===== src/rtl/kara_pkg.sv =====
// Shared widths, FSM encodings and constants for the kara restoring divider.
package kara_pkg;
    localparam int DW = 8;
    localparam int ZW = 16;

    localparam logic [1:0] S_IDLE  = 2'b00;
    localparam logic [1:0] S_CHECK = 2'b01;
    localparam logic [1:0] S_ITER  = 2'b10;
    localparam logic [1:0] S_DONE  = 2'b11;

    localparam logic [2:0] ITER_LAST = 3'd7;
    localparam logic [DW-1:0] SAT = 8'hFF;
endpackage


===== src/rtl/kara_divider_div_step.sv =====
// One restoring-division step: shift in the next dividend bit, subtract the divisor if it fits.
module div_step #(
    parameter int DW = 8
) (
    input  logic [DW-1:0] i_p,
    input  logic          i_inbit,
    input  logic [DW-1:0] i_xr,
    output logic [DW:0]   o_p_next,
    output logic          o_qbit
);
    logic [DW:0] w_t;
    logic [DW:0] w_x;

    assign w_t = {i_p, i_inbit};
    assign w_x = {1'b0, i_xr};

    always_comb begin
        o_p_next = w_t;
        o_qbit   = 1'b0;
        if (w_t >= w_x) begin
            o_p_next = w_t - w_x;
            o_qbit   = 1'b1;
        end
    end
endmodule


===== src/rtl/kara_divider.sv =====
// Sequential restoring divider: 2*DW-bit dividend by DW-bit divisor, one quotient bit per clock.
// Handshake: start is sampled only in IDLE; done pulses for one cycle when Q/R/flags are valid.
module kara_divider #(
    parameter int DW = kara_pkg::DW
) (
    input  logic            clk,
    input  logic            rst_n,
    input  logic            start,
    input  logic [2*DW-1:0] Z,
    input  logic [DW-1:0]   X,
    output logic            busy,
    output logic            done,
    output logic [DW-1:0]   Q,
    output logic [DW-1:0]   R,
    output logic            div_zero,
    output logic            overflow
);
    import kara_pkg::S_IDLE;
    import kara_pkg::S_CHECK;
    import kara_pkg::S_ITER;
    import kara_pkg::S_DONE;
    import kara_pkg::ITER_LAST;
    import kara_pkg::SAT;

    logic [1:0]    r_state;
    logic [DW-1:0] r_xr;
    logic [DW:0]   r_p;
    logic [DW-1:0] r_lo;
    logic [2:0]    r_count;
    logic          r_busy;
    logic          r_done;
    logic [DW-1:0] r_q;
    logic [DW-1:0] r_r;
    logic          r_dz;
    logic          r_ov;

    logic [DW:0]   w_p_next;
    logic          w_qbit;
    logic [DW-1:0] w_lo_next;

    div_step #(.DW(DW)) u_step (
        .i_p      (r_p[DW-1:0]),
        .i_inbit  (r_lo[DW-1]),
        .i_xr     (r_xr),
        .o_p_next (w_p_next),
        .o_qbit   (w_qbit)
    );

    assign w_lo_next = {r_lo[DW-2:0], w_qbit};

    always_ff @(posedge clk or negedge rst_n) begin
        if (!rst_n) begin
            r_state <= S_IDLE;
            r_xr    <= '0;
            r_p     <= '0;
            r_lo    <= '0;
            r_count <= '0;
            r_busy  <= 1'b0;
            r_done  <= 1'b0;
            r_q     <= '0;
            r_r     <= '0;
            r_dz    <= 1'b0;
            r_ov    <= 1'b0;
        end else begin
            r_done <= 1'b0;
            case (r_state)
                S_IDLE: begin
                    if (start) begin
                        r_xr    <= X;
                        r_p     <= {1'b0, Z[2*DW-1:DW]};
                        r_lo    <= Z[DW-1:0];
                        r_dz    <= 1'b0;
                        r_ov    <= 1'b0;
                        r_busy  <= 1'b1;
                        r_state <= S_CHECK;
                    end
                end
                S_CHECK: begin
                    // An error result is registered on the first CHECK cycle; the raised flag
                    // holds CHECK one more cycle so the error done lands two edges after start.
                    if (r_dz || r_ov) begin
                        r_busy  <= 1'b0;
                        r_done  <= 1'b1;
                        r_state <= S_DONE;
                    end else if (r_xr == '0) begin
                        r_dz <= 1'b1;
                        r_q  <= SAT;
                        r_r  <= SAT;
                    end else if (r_p[DW-1:0] >= r_xr) begin
                        r_ov <= 1'b1;
                        r_q  <= SAT;
                        r_r  <= SAT;
                    end else begin
                        r_count <= '0;
                        r_state <= S_ITER;
                    end
                end
                S_ITER: begin
                    r_p     <= w_p_next;
                    r_lo    <= w_lo_next;
                    r_count <= r_count + 3'd1;
                    if (r_count == ITER_LAST) begin
                        r_q     <= w_lo_next;
                        r_r     <= w_p_next[DW-1:0];
                        r_busy  <= 1'b0;
                        r_done  <= 1'b1;
                        r_state <= S_DONE;
                    end
                end
                S_DONE: begin
                    r_state <= S_IDLE;
                end
                default: begin
                    r_state <= S_IDLE;
                end
            endcase
        end
    end

    assign busy     = r_busy;
    assign done     = r_done;
    assign Q        = r_q;
    assign R        = r_r;
    assign div_zero = r_dz;
    assign overflow = r_ov;
endmodule


===== config.mk =====
export PLATFORM = sky130hd
export DESIGN_NAME = kara_divider
export DESIGN_NICKNAME = d
export VERILOG_FILES = /design/src/rtl/kara_pkg.sv /design/src/rtl/kara_divider_div_step.sv /design/src/rtl/kara_divider.sv
export SDC_FILE = /design/constraint.sdc
export NUM_CORES = 1
export LEC_CHECK = 0
export ABC_AREA = 1
export CAP_MARGIN = 20
export CORE_MARGIN = 4
export CORE_UTILIZATION = 30
export CTS_CLUSTER_DIAMETER = 30
export DETAILED_ROUTE_END_ITERATION = 7
export GPL_ROUTABILITY_DRIVEN = 1
export MAX_ROUTING_LAYER = met4
export PLACE_DENSITY = 0.58
export SYNTH_ARGS = -nofsm -noshare
export SYNTH_HDL_FRONTEND = slang
export SYNTH_SLANG_ARGS = --single-unit

===== constraint.sdc =====
create_clock -name clk -period 1.7 [get_ports clk]
set_input_delay 0.34 -clock clk [delete_from_list [all_inputs] [get_ports clk]]
set_output_delay 0.34 -clock clk [all_outputs]
set_load 0.02 [all_outputs]

-- Yosys cells after proc, flatten, opt, wreduce, memory -nomap -nowiden
Cells that the tools add are included.
- magnitude comparators: 2
- eq/ne operators: 15
- mux-type cells: 38
- reductions and logical operators: 15
- add/sub/neg operators: 2
- operators by type and width (kind ; number):
    8-bit two-way mux ; 8
    8-bit case mux with 2 select lines ; 4
    4-bit AND reduction ; 5
    2-bit != test, second input constant ; 8
    1-bit two-way mux ; 12
    2-bit two-way mux ; 5
    9-bit by 8-bit greater-or-equal comparator with 1-bit output ; 1
    3-bit two-way mux ; 3
    3-bit != test, second input constant ; 3
    8-bit greater-or-equal comparator ; 1
    8-bit zero test ; 1
    2-bit case mux with 4 select lines ; 1
    8-bit subtractor ; 1
    1-bit case mux with 2 select lines ; 3
    3-bit case mux with 2 select lines ; 1
    2-bit nonzero test ; 3
    5-bit AND reduction ; 1
    2-bit equality test, second input constant ; 2
    2-bit AND reduction ; 2
    3-bit by 1-bit adder with 3-bit output, second input constant ; 1
    3-bit equality test, second input constant ; 1
    1-bit case mux with 3 select lines ; 1
    3-bit nonzero test ; 1
    2-bit by 1-bit equality test with 1-bit output, second input constant ; 1
    2 further kinds ; 2
- output and inout bits: 20
- flip-flop bits (word level): 49
- logic and storage cells: 83
- input bits: 27

-- Depth between registers and ports, before layout
Gate-level depths: netlist of the first run.
- depth in word-level cells: 5
- mapped depth: 14
- gate-level depth less buffers: 13

-- Modules after synthesis
A second synthesis of the first run with hierarchy kept.
- cells, all modules: 423
- area total of the unflattened synthesis: 3196.8 µm²
- by module, submodules not included (module ; cells an instance ; instances ; seq. area each (µm²) ; area each (µm²)):
    kara_divider ; 290 ; 1 ; 1226.2 ; 2499.9
    div_step ; 133 ; 1 ; 0.0 ; 696.9

-- Least setup slack after synthesis of the first run
OpenSTA, ideal clock, no wires.
- path type: register -> register
- from: reg r_xr[1]
- to: reg r_q[0], in the netlist Q[0]
- stages on the path, launching flop included: 15
- required time: 1.583 ns
- setup slack: 0.008 ns
- library setup time: 0.117 ns
- clock period less this slack: 1.692 ns
- data arrival time: 1.575 ns
- path buffers: 1
- cell sequence: dfrtp_1 -> inv_1 -> ha_1 -> inv_1 -> o21bai_1 -> nand2_1 -> nand2_1 -> nand2_2 -> nand2_2 -> nand2_2 -> nand3_4 -> nand2_4 -> buf_12 -> nand2_1 -> nand2_1
- longest elaborated chain between the ends: 4
- elaborated cells between the ends (all ways): 10
- those cells by class: order compare (2); eq/ne (1); mux (5); reduce/logical (2)
- ends and longest elaborated chain (what ; RTL line ; RTL):
    start: declaration ; kara_divider.sv:26 ; logic [DW-1:0] r_xr;
    start signal: assignment ; kara_divider.sv:54 ; r_xr <= '0;
    start signal: assignment ; kara_divider.sv:69 ; r_xr <= X;
    9-bit by 8-bit greater-or-equal comparator with 1-bit output or 8-bit zero test (tied branches) ; kara_divider_div_step.sv:20, kara_divider.sv:85 ;
    1-bit two-way mux or 8-bit two-way mux (tied branches) ; kara_divider_div_step.sv:20, kara_divider.sv:85 ;
    8-bit two-way mux, on equally long branches ; kara_divider.sv:102, kara_divider.sv:81 ;
    8-bit case mux with 2 select lines ; kara_divider.sv:66 ; case (r_state)
    end signal: assignment ; kara_divider.sv:103 ; r_q <= w_lo_next;
    end: declaration ; kara_divider.sv:32 ; logic [DW-1:0] r_q;
Parallel ways exist; a longest one is shown, timed or not. The select of a mux whose other input is x is not followed.
A chain may end at the register's enable or synchronous reset.

-- Final worst setup path of the first run
- from: reg r_xr[7]
- to: reg r_r[4], in the netlist R[4]
- longest elaborated chain between the ends: 4
- elaborated cells between the ends (all ways): 10
- those cells by class: order compare (2); eq/ne (1); mux (5); reduce/logical (2)
- ends and longest elaborated chain (what ; RTL line ; RTL):
    9-bit by 8-bit greater-or-equal comparator with 1-bit output or 8-bit zero test (tied branches) ; kara_divider_div_step.sv:20, kara_divider.sv:85 ;
    8-bit two-way mux, on equally long branches ; kara_divider_div_step.sv:20, kara_divider.sv:85 ;
    8-bit two-way mux, on equally long branches ; kara_divider.sv:102, kara_divider.sv:81 ;
    8-bit case mux with 2 select lines ; kara_divider.sv:66 ;
    end signal: assignment ; kara_divider.sv:104 ; r_r <= w_p_next[DW-1:0];
    end: declaration ; kara_divider.sv:33 ; logic [DW-1:0] r_r;
Parallel ways exist; a longest one is shown, timed or not. The select of a mux whose other input is x is not followed.

==> summary.md, run 1 <==
| Metric | Value |
|---|---|
| Outcome | complete, but fails checks |
| Violated checks | negative hold slack, negative setup slack |
| Io pins | 47 |
| Max-Cap Viols | 0 |
| CTS tree | built |
| Minimum clock period | 1.82 ns |
| Fin nets | 547 |
| Final setup fails | 26 |
| # rows | 37 |
| Crit-path cells | inv_2 -> ha_4 -> nand2_1 -> inv_1 -> nor2_1 -> o21a_1 -> nand2_2 -> nand2_4 -> nand3_4 -> clkbuf_16 -> nand3_1 -> nand2_1 |
| TritonCTS sink count | 49 |
| H-tree depth | 2 |
| Layout cells sized above 1 | 0.329 |
| Initial Utilization | 0.308 |
| CP arrival | 2.03 ns |
| Seq pwr share | 0.206 |
| Static Leak | 0.00217 µW |
| Drt first pass iters | 4 |
| CP bufs+invs | 3 |
| Core Util, Final | 0.445 |
| Startpoint types | flip-flop |
| Clock Latency Late Sink | 0.31 ns |
| Worst hold path type | input port to asynchronous set/reset pin |
| Sequential area share after synthesis | 0.388 |
| Die X | 111 µm |
| P_int | 5620 µW |
| Count leader, synth | nand2_1 |
| Top cells by count, synth | nand2_1, dfrtp_1, inv_1 |
| GRT Resource Usage Total | 0.128 |
| Routability cong. | 0.907 |
| Reg2reg path depth | 12 |
| Slew @ Worst Pin | 0.304 ns |
| Number of flops mapped to enable cells by yosys | 0 |
| Main synth FF type | dfrtp_1 |
| Vias/cell | 4.43 |
| Synth cell types | 38 |
| Yosys top cell by area | dfrtp_1 |
| Worst Path Required | 1.91 ns |
| Setup Skew | 0.0119 ns |
| Die area | 12,200 µm² |
| Via count | 2,812 |
| Final Hold Vio Count | 5 |
| Syn Nets | 452 |
| Top-area cell type share of the netlist area | 0.388 |
| Crit Path Class | flip-flop to flip-flop |
| RSZ-0062 raised after global routing | true |
| Yosys warning total | 0 |
| Net switching share of the total power | 0.474 |
| Die Y | 111 µm |
| CTS Root Cell | clkbuf_8 |
| Design Area, Final | 4570 µm² |
| Post-Synthesis Cells | 403 |
| Hold WS | -0.00473 ns |
| Cell depth of the worst setup path | 12 |
| Max VDD drop | 0.000792 V |
| Total grt overflow | 0 |
| Initial antenna violation count | 0 |
| Switching power | 5060 µW |
| Max clock buf depth | 2 |
| Yosys reg bits | 49 |
| Power share of the clock group | 0.066 |
| Fin cells | 635 |
| Relative slew slack | 0.797 |
| Top cells by area, synth | dfrtp_1, nand2_1, ha_1 |
| DP Area | 4070 µm² |
| Final antenna-violating net count | 0 |
| Fin. max-slew vios | 0 |
| Port bufs | 46 |
| Async SR Flop Fraction | 1.00 |
| CTS Hold Bufs | 0 |
| Vias in the first global route | 2,731 |
| Syn_area_per_cell | 7.84 µm² |
| Largest net degree at the start of global routing | 50 |
| Synth Cell Area | 3160 µm² |
| Placed Cells | 617 |
| Pwr dens | 2340 nW/µm² |
| WL per Instance | 12.3 µm |
| CP max FO | 8 |
| Total wire length | 7810 µm |
| Global-route wire length before repair | 12,900 µm |
| Max Clock Freq | 0.550 GHz |
| Tcrit/Tclk final | 1.07 |
| Crit path top cell by count | nand2_1 |
| Antenna fix cells | 0 |
| Detailed-route DRC error count | 0 |
| Slowest cell delay on critical path | 0.38 ns |
| Crit-path slowest cell | dfrtp_1 |
| Final setup margin | -0.118 ns |
| Detail Placement HPWL | 5670 µm |
| Endpoint class of the critical path | flip-flop |
| Clock transition at path regs | 0.10 ns |
| Comb pwr share | 0.728 |
| CP top delay family | simple AND/OR/NAND/NOR gates |
| Total CTS buffers | 5 |
| Core Area | 10,300 µm² |
| Initial drt markers | 94 |
| Synth-to-Final Area Change | 44.7% |
| Total power | 10,700 µW |
layout make-up:
class	instances	area, µm²
Clock inverter	2	15.0
Tap cell	136	170
Fill cell	1048	5710
Inverter	47	176
Clock buffer	6	72.6
Timing Repair Buffer	97	905
Multi-Input combinational cell	298	2000
Sequential cell	49	1230
final timing paths:
kind / start / end / slack [ns]
worst max register to register: r_xr[7]$_DFFE_PN0P_ / R[4]$_DFFE_PN0P_ / -0.12
worst min register to register: Q[6]$_DFFE_PN0P_ / Q[6]$_DFFE_PN0P_ / 0.48
worst min-delay path: rst_n / R[5]$_DFFE_PN0P_ / -0.005
min in group clk: Q[6]$_DFFE_PN0P_ / Q[6]$_DFFE_PN0P_ / 0.48
max in group asynchronous: rst_n / r_xr[0]$_DFFE_PN0P_ / 1.43
worst max-delay path: r_xr[7]$_DFFE_PN0P_ / R[4]$_DFFE_PN0P_ / -0.12
logic make-up after synthesis:
| family | count (synthesis) | share of synthesized area |
|---|---|---|
| AO/OA/AOI/OAI | 41 | 0.0756 |
| XOR/XNOR | 3 | 0.00832 |
| adder cells (fa/ha/maj) | 22 | 0.0895 |
| buffers and inverters | 57 | 0.0772 |
| flip-flops | 49 | 0.388 |
| multiplexers | 1 | 0.00356 |
| AND/OR/NAND/NOR | 230 | 0.358 |
per-layer routing:
metal	global-route usage	up-vias	share of wire
li1	-	1481	-
met1	0.179	1279	0.51
met2	0.193	45	0.45
met3	0.0252	7	0.035
met4	0.0279	0	0.0083
met5	-	-	0
power by group through the flow:
stage / registers (µW) / clock network [µW] / logic, µW
finish: 2210 / 702 / 7780
floorplan: 2340 / 0 / 4140
CTS: 2140 / 729 / 7130
global placement: 2110 / 0 / 6600
detailed placement: 2130 / 0 / 6630
global route: 2270 / 776 / 8660
layout by cell type (no fill, tap or decap), drive strengths merged, types with 2 or more instances in the layout:
cell type	netlist	routed
a21oi	13	13
buf	9	51
clkbuf	1	7
clkdlybuf4s50	0	42
clkinvlp	0	2
dfrtp	49	49
dlymetal6s2s	0	3
ha	21	21
inv	46	47
nand2	130	131
nand3	48	48
nand3b	2	2
nand4	2	2
nor2	45	45
o211ai	7	7
o21ai	16	16
or2	2	2
xnor2	2	2
repair_timing:
action / CTS / global route
setup buffers: 3 / 5
gates resized for setup: 26 / 42
setup endpoints to repair: 30 / 42
gates cloned: 1 / 1
pin swaps: 5 / 10
flip-flops by register name, indices dropped and copies added (netlist names), 2 cells and up:
register	count
r_state	2
r_p	8
R	8
r_count	3
r_xr	8
r_lo	8
Q	8
per-stage QoR:
stage | setup TNS (ns) | hold slack (ns) | worst slack, ns
floorplan | 0 | 0.0444 | 0.00800
global placement | -2.10 | 0.353 | -0.162
detailed placement | -2.52 | 0.355 | -0.171
CTS | -1.69 | 0.0118 | -0.0998
global route | -5.39 | -0.00249 | -0.231
finish | -1.90 | -0.00473 | -0.118
No activity file was read; power rests on OpenSTA's default activity.
==> run 2: changes to the inputs <==
- CTS_CLUSTER_DIAMETER: 30 -> 40
==> results of run 2 <==
The final DEF is identical to that of run 1; final timing and power are the same.
==> run 3: changes to the inputs <==
- ABC_CLOCK_PERIOD_IN_PS: unset -> 1700
- REMOVE_ABC_BUFFERS: unset -> 1
==> run 3 against run 2 <==
Effect of this change: the run ends with negative setup slack left; global-route usage increased by 1.6 points; clock power increased by 4.6%; flip-flop and latch count unchanged; sequential share of layout area decreased by 1.2 points; total power increased by 6.5%; hold slack improved by 0.47 ns; critical path depth unchanged; die area unchanged; maximum frequency decreased by 2.3%; via count increased by 6.4%.
==> summary.md, run 3 (synthesis gave the netlist of run 1 again) <==
| Metric | Value |
|---|---|
| Vias/cell | 4.61 (was 4.43) |
| Core Area | 10,300 µm² (unchanged) |
| Initial drt markers | 128 (was 94) |
| Most frequent cells in the layout | nand2_1, buf_4, dfrtp_1 (was nand2_1, buf_4, dfrtp_1, clkdlybuf4s50_1, nor2_1) |
| Setup Skew | 0.0114 ns (was 0.0119 ns) |
| Max Clock Freq | 0.537 GHz (was 0.550 GHz) |
| Routability cong. | 0.861 (was 0.907) |
| CP bufs+invs | 2 (was 3) |
| CTS Root Cell | clkbuf_8 (unchanged) |
| Crit-path cells | inv_2 -> buf_12 -> ha_4 -> or2_4 -> nand3_4 -> nand2_4 -> nand2_8 -> nand2_8 -> nand2_2 -> nand3_2 -> nand2_1 -> nand2_1 (was inv_2 -> ha_4 -> nand2_1 -> inv_1 -> nor2_1 -> o21a_1 -> nand2_2 -> nand2_4 -> nand3_4 -> clkbuf_16 -> nand3_1 -> nand2_1) |
| Leading cell type in the layout, fill and taps excluded | nand2_1 (unchanged) |
| Fin nets | 561 (was 547) |
| Violated checks | negative setup slack (was negative hold slack, negative setup slack) |
| Detailed-route DRC error count | 0 (unchanged) |
| Worst-case setup slack after placement | -0.169 ns (was -0.171 ns) |
| Die area | 12,200 µm² (unchanged) |
| Total wire length | 8680 µm (was 7810 µm) |
| Detail Placement HPWL | 6090 µm (was 5670 µm) |
| Crit Path Class | flip-flop to flip-flop (unchanged) |
| Via count | 2,991 (was 2,812) |
| Worst Path Required | 1.90 ns (was 1.91 ns) |
| TritonCTS sink count | 49 (unchanged) |
| Antenna fix cells | 0 (unchanged) |
| Pwr dens | 2400 nW/µm² (was 2340 nW/µm²) |
| Outcome | complete, but fails checks (unchanged) |
| Port bufs | 46 (unchanged) |
| Layout cells sized above 1 | 0.363 (was 0.329) |
| Final Hold Vio Count | 0 (was 5) |
| # rows | 37 (unchanged) |
| Minimum clock period | 1.86 ns (was 1.82 ns) |
| Crit-path slowest cell | dfrtp_1 (unchanged) |
| Drt first pass iters | 5 (was 4) |
| H-tree depth | 2 (unchanged) |
| Largest net degree at the start of global routing | 37 (was 50) |
| GRT Resource Usage Total | 0.144 (was 0.128) |
| CP arrival | 2.06 ns (was 2.03 ns) |
| Worst hold path type | input port to asynchronous set/reset pin (unchanged) |
| Io pins | 47 (unchanged) |
| Tcrit/Tclk final | 1.09 (was 1.07) |
| Core Util, Final | 0.462 (was 0.445) |
| Synth-to-Final Area Change | 50.2% (was 44.7%) |
| Max VDD drop | 0.000811 V (was 0.000792 V) |
| Total CTS buffers | 5 (unchanged) |
| Slowest cell delay on critical path | 0.41 ns (was 0.38 ns) |
| Vias in the first global route | 3,117 (was 2,731) |
| Total grt overflow | 0 (unchanged) |
| WL per Instance | 13.4 µm (was 12.3 µm) |
| CP max FO | 6 (was 8) |
| Final setup fails | 28 (was 26) |
| Slew @ Worst Pin | 0.381 ns (was 0.304 ns) |
| Static Leak | 0.00224 µW (was 0.00217 µW) |
| Fin Setup TNS | -2.71 ns (was -1.90 ns) |
| Initial Utilization | 0.308 (unchanged) |
| Max-Cap Viols | 0 (unchanged) |
| Endpoint class of the critical path | flip-flop (unchanged) |
| R2r setup slk | -0.16 ns (was -0.12 ns) |
| Fill cells | 1,019 (was 1,048) |
| Fin. max-slew vios | 0 (unchanged) |
| CTS tree | built (unchanged) |
| RSZ-0062 raised after global routing | true (unchanged) |
| Max clock buf depth | 2 (unchanged) |
| Startpoint types | flip-flop (unchanged) |
| Global-route wire length before repair | 14,300 µm (was 12,900 µm) |
| Final antenna-violating net count | 0 (unchanged) |
| Die X | 111 µm (unchanged) |
| Clock Latency Late Sink | 0.31 ns (about the same) |
| Die Y | 111 µm (unchanged) |
| Initial antenna violation count | 0 (unchanged) |
| Clock transition at path regs | 0.10 ns (about the same) |
| CP top delay family | simple AND/OR/NAND/NOR gates (unchanged) |
| Final setup margin | -0.161 ns (was -0.118 ns) |
| Relative slew slack | 0.746 (was 0.797) |
[run 3: per-stage QoR]
stage          area [µm²]  cells  hold slack [ns]  power [µW]
2_1_floorplan        3090    393           0.0444        6300
6_report             4750    649            0.467       11400
3_3_place_gp         4100    622            0.273        8810
4_1_cts              4510    640            0.470       10600
5_1_grt              4750    649            0.494       12400
3_5_place_dp         4100    622            0.280        8920
[run 3: metal layers]
metal | GRT usage | vias to the layer above | part of all wire
met5 | - | - | 0
met4 | 0.0394 | 0 | 0.021
met3 | 0.0236 | 16 | 0.028
met2 | 0.257 | 51 | 0.52
met1 | 0.167 | 1413 | 0.43
li1 | - | 1511 | -
[run 3: final timing paths]
kind	start	to	cells past startpoint
worst min register to register	R[2]$_DFFE_PN0P_	R[2]$_DFFE_PN0P_	2
worst min-delay path	rst_n	r_p[6]$_DFFE_PN0P_	2
max in group asynchronous	rst_n	r_count[1]$_DFFE_PN0P_	3
min in group clk	R[2]$_DFFE_PN0P_	R[2]$_DFFE_PN0P_	2
worst max register to register	r_xr[2]$_DFFE_PN0P_	r_p[4]$_DFFE_PN0P_	12
worst max-delay path	r_xr[2]$_DFFE_PN0P_	r_p[4]$_DFFE_PN0P_	12
[run 3: power by group]
group          total, µW  switching [µW]  leakage (µW)  internal, µW
sequential          2140             385      0.000587          1760
clock                734             444     0.0000364           290
combinational       8500            4690       0.00162          3810
[run 3: cell type report]
cell class	count	area, µm²	area share
clock buffers	5	68.8	0.0145
inverters	47	176	0.0372
clock inverters	3	22.5	0.00474
multi-input cells	300	2090	0.440
flip-flops and latches	49	1230	0.258
repair buffers	109	996	0.210
well taps	136	170	0.0358
[run 3: timing repair]
action	in CTS	in global routing
cloned	3	1
endpoints found under the hold margin	13	0
endpoints found under the setup margin	30	41
pin swaps	33	17
hold buffers	1	0
resized for setup	49	37
setup buffers	6	8
==> RTL change 1: new RTL, settings of run 3 <==
Make the reset (`rst_n`) synchronous in one clocked block.
--- a/src/rtl/kara_divider.sv
+++ b/src/rtl/kara_divider.sv
@@ -50,3 +50,3 @@
 
-    always_ff @(posedge clk or negedge rst_n) begin
+    always_ff @(posedge clk) begin
         if (!rst_n) begin
Check against the original RTL: differs if rst_n is asserted again (counterexample within 4 cycles, from zero or initial values and one cycle with rst_n low); with rst_n held inactive, the same outputs for 10 cycles.
==> RTL change 1 against run 3 <==
Final area increased by 1.1%. Wire length increased by 0.44%. Power decreased by 5.0%. Worst hold slack improved by 0.0018 ns. Sequential cell count unchanged. Critical endpoint is now Q[3]. The run still ends with negative setup slack left. Die area decreased by 4.4%. Maximum frequency increased by 3.1%. Setup slack improved by 0.057 ns. Via count increased by 6.3%. Critical path type unchanged. Synthesized cell count increased by 9.7%. Area after synthesis decreased by 4.8%.
==> RTL change 1: results (changes against run 3) <==
Worst setup path
  • Crit-path max cell delay: 0.39 ns (-0.02 ns)
  • FF-to-FF End: Q[3]
  • Reg2Reg Depth: 11 (-1)
  • Slowest stage cell, crit path: dfxtp_4
  • R2R Path Start: r_p[5]

Global route
  • Vias in the first global route: 3,176 (+1.9%)
  • First-pass GRT wire length: 14,570 µm (+1.9%)
  • Largest net degree at the start of global routing: 30 (-19%)

Outcome
  • Status: complete, but fails checks
  • Failing checks: negative setup slack

Drt
  • Drt wl/cell: 12.84 µm (-4.0%)
  • Via density: 4.683 (+1.6%)
  • First DRT Iteration DRCs: 86 (-33%)
  • Drt first pass iters: 6 (+1)

STA
  • Hold_ws: 0.4686 ns (+0.001768 ns)
  • Finish-stage setup viols: 25 (-11%)
  • Post-route setup slack: -0.1044 ns (+0.05657 ns)
  • TNS Setup: -1.427 ns (+1.281 ns)
  • Worst Skew: 0.01416 ns (+0.002724 ns)
  • Least-Margin Pin Slew: 0.5952 ns (+0.2145 ns)

Synthesis
  • Most common library cells after synthesis: nand2_1 (88), nor2_1 (72), dfxtp_1 (49), inv_1 (49), a21oi_1 (47)
  • Synth top area share: 32.59% (-6.2 points)
  • Post-synthesis cell count: 442 (+9.7%)
  • Top FF cell, synth: dfxtp_1

Power
  • Clock-net power: 0.000720 W (-2%)
  • Internal: 0.005781 W (-1.4%)
  • Flop pwr share: 17.7% (-1.1 points)
  • Leakage: 2.039 nW (-8.9%)
  • Total power: 0.01082 W (-5.0%)

Finish
  • Final Non-Filler Cells: 679 (+4.6%)
  • Layout Nets: 594 (+5.9%)

Die
  • Die footprint: 11,700 µm² (-4.4%)

Placement
  • DP Area: 3993 µm² (-2.5%)
  • Dpl ws: -0.2502 ns (-0.08158 ns)
  • Placed Cells: 658 (+5.8%)
  • Gpl congestion: 0.7910 (-8.2%)

Min path
  • Hold Crit Class: register to register
RTL change 1: how the worst max path moves through the flow:
stage	from	end	slack, ns	depth (start not counted)
floorplan	r_state[0]	r_p[1]	-0.77	8
global placement	r_xr[2]	r_lo[0]	-0.22	12
detailed placement	r_xr[2]	r_lo[0]	-0.25	12
CTS	r_p[5]	R[6]	-0.11	13
global route	r_lo[7]	R[6]	-0.21	12
finish	r_p[5]	Q[3]	-0.10	11
RTL change 1: cell type report:
cell class                 count  area share, %
inverter                      51          4.302
tap                          133          3.468
clock buffer                   5          1.434
sequential                    49          20.99
timing repair buffer         111          22.69
clock inverter                 3         0.4694
multi-input combinational    327          46.65
RTL change 1: worst reg2reg max path, cell delays in order (launching register included):
cell and delay [ns]:
dfxtp_4 0.39, ha_4 0.25, a21oi_2 0.13, nor2_1 0.06, nor2_2 0.09, nand3_2 0.11
nand2_2 0.10, nand3_4 0.11, buf_6 0.16, buf_12 0.13, a21oi_2 0.12, nor2_1 0.06
RTL change 1: timing repair:
item                       4_1_cts  5_1_grt
pin swaps                       31       45
resized for setup               90       50
setup endpoints to repair       28       38
cloned                           4        0
hold buffers                     0        0
buffers inserted                 6        5
RTL change 1: layer usage:
metal | track usage [%] | vias to the layer above | wire [µm] | part of all wire, %
li1 | - | 1661 | - | -
met1 | 19.28 | 1470 | 3919 | 45
met2 | 27.62 | 42 | 4438 | 51
met3 | 2.269 | 7 | 276 | 3.2
met4 | 2.976 | 0 | 82 | 0.94
met5 | - | - | 0 | 0
RTL change 1: cell families after synthesis:
logic type	after synthesis	share of synthesized area (%)
simple gates	223	33.92
xor+xnor	2	0.5820
buf+inv	67	9.019
compound gates	79	14.51
fa+ha+maj	22	9.393
flops	49	32.59
==> RTL change 2: new RTL, flow settings as in run 3 <==
Made on the original files. `DW` is set to 8 in 2 places; all go to 9.
--- a/src/rtl/kara_pkg.sv
+++ b/src/rtl/kara_pkg.sv
@@ -2,3 +2,3 @@
 package kara_pkg;
-    localparam int DW = 8;
+    localparam int DW = 9;
     localparam int ZW = 16;
--- a/src/rtl/kara_divider_div_step.sv
+++ b/src/rtl/kara_divider_div_step.sv
@@ -2,3 +2,3 @@
 module div_step #(
-    parameter int DW = 8
+    parameter int DW = 9
 ) (
Interface: changed (resized Q, R, X and Z); port bits go from 47 to 52. No check against the original RTL was run, so the function may have changed too.
==> RTL change 2 against run 3 <==
The flow still finishes with violations (negative setup slack). Final area rose by 8.1%. Wire length rose by 12%. Sequential power rose by 14%. Power rose by 7.5%. Setup slack improved by 0.021 ns. Sequential share of layout area rose by 0.60 points. Area after synthesis rose by 7.5%. Sequential cell count rose by 5. Combinational power rose by 0.6%. Critical endpoint is now R[0]. Largest power group unchanged.
==> RTL change 2: results (changes against run 3) <==
STA
  • Post-route setup slack: -0.1402 ns (+0.02073 ns)
  • Finish-stage setup viols: 28 (unchanged)
  • Worst Skew: 0.01306 ns (+0.001628 ns)
  • Least-Margin Pin Slew: 0.3419 ns (-0.03880 ns)

Worst setup path
  • Setup crit start: r_xr[0]
  • FF-to-FF End: R[0]
  • Worst EP arrival: 2.03 ns (-0.03 ns)

Power
  • Worst IR Drop VDD: 0.8525 mV (+5.1%)
  • Leakage: 2.529 nW (+13%)
  • Comb pwr: 0.00855 W (+0.6%)
  • Flop pwr share: 20.0% (+1.2 points)

Drt
  • Met2 WL post-DR: 4706 µm (+4.6%)
  • Final WL: 9732 µm (+12%)
  • Drt first pass iters: 4 (-1)
  • Via density: 4.645 (+0.80%)
  • Wire length on met3: 294 µm (+22%)

Placement
  • Dpl ws: -0.2174 ns (-0.04873 ns)
  • Placed Cells: 686 (+10%)
  • DP Wirelength: 7112 µm (+17%)
  • Gpl congestion: 0.8650 (+0.44%)

Global route
  • Largest net degree at the start of global routing: 55 (+49%)
  • Gr usage total: 15.26% (+0.87 points)
  • Grt met1 use: 19.66% (+3.0 points)
  • Vias in the first global route: 3,345 (+7.3%)

Outcome
  • Failing checks: negative setup slack
  • Status: complete, but fails checks

Clock network
  • Root Driver: clkbuf_16
  • Worst skew pair latency: 0.29 ns (-0.02 ns)
  • Clk slew on worst S/H paths: 0.08 ns (-0.02 ns)

Synthesis
  • Most common library cells after synthesis: nand2_1 (145), dfrtp_1 (54), inv_1 (53)
  • Area contributors post-synth: dfrtp_1 (40%), nand2_1 (16%), ha_1 (8.5%)
  • Mux cell area share after synthesis: 0.3315% (-0.025 points)
  • Post-synthesis sequential area ratio: 39.78% (+0.98 points)
  • Adder-Cell Fraction of Synth Area: 9.061% (+0.11 points)

Finish
  • Final Non-Filler Cells: 705 (+8.6%)
  • Filler Cells Inserted: 1,082 (+6.2%)
  • Layout Nets: 618 (+10%)
[RTL change 2: cell count changes in the layout (fill, tap and decap cells not counted), sizes merged, moves of 3 or more]
cell and delta:
a21oi +3, buf +3, clkdlybuf4s50 +5, clkinvlp -3, dfrtp +5, inv +9, nand2 +18, o21ai +4
[RTL change 2: repair_timing]
| item | CTS | global route |
|---|---|---|
| cloned | 1 | 1 |
| pin swaps | 10 | 25 |
| resized for setup | 37 | 53 |
| hold buffers | 0 | 0 |
| setup endpoints to repair | 33 | 45 |
| setup buffers | 0 | 9 |
[RTL change 2: area by class of cell]
cell class / instances / area (µm²) / share of cell area [%]
inverter: 54 / 202.7 / 3.949
clock inverter: 2 / 38.79 / 0.7557
multi-input combinational: 332 / 2132 / 41.54
sequential: 54 / 1358 / 26.45
clock buffer: 6 / 138.9 / 2.706
tap: 140 / 175.2 / 3.413
timing repair buffer: 117 / 1087 / 21.18
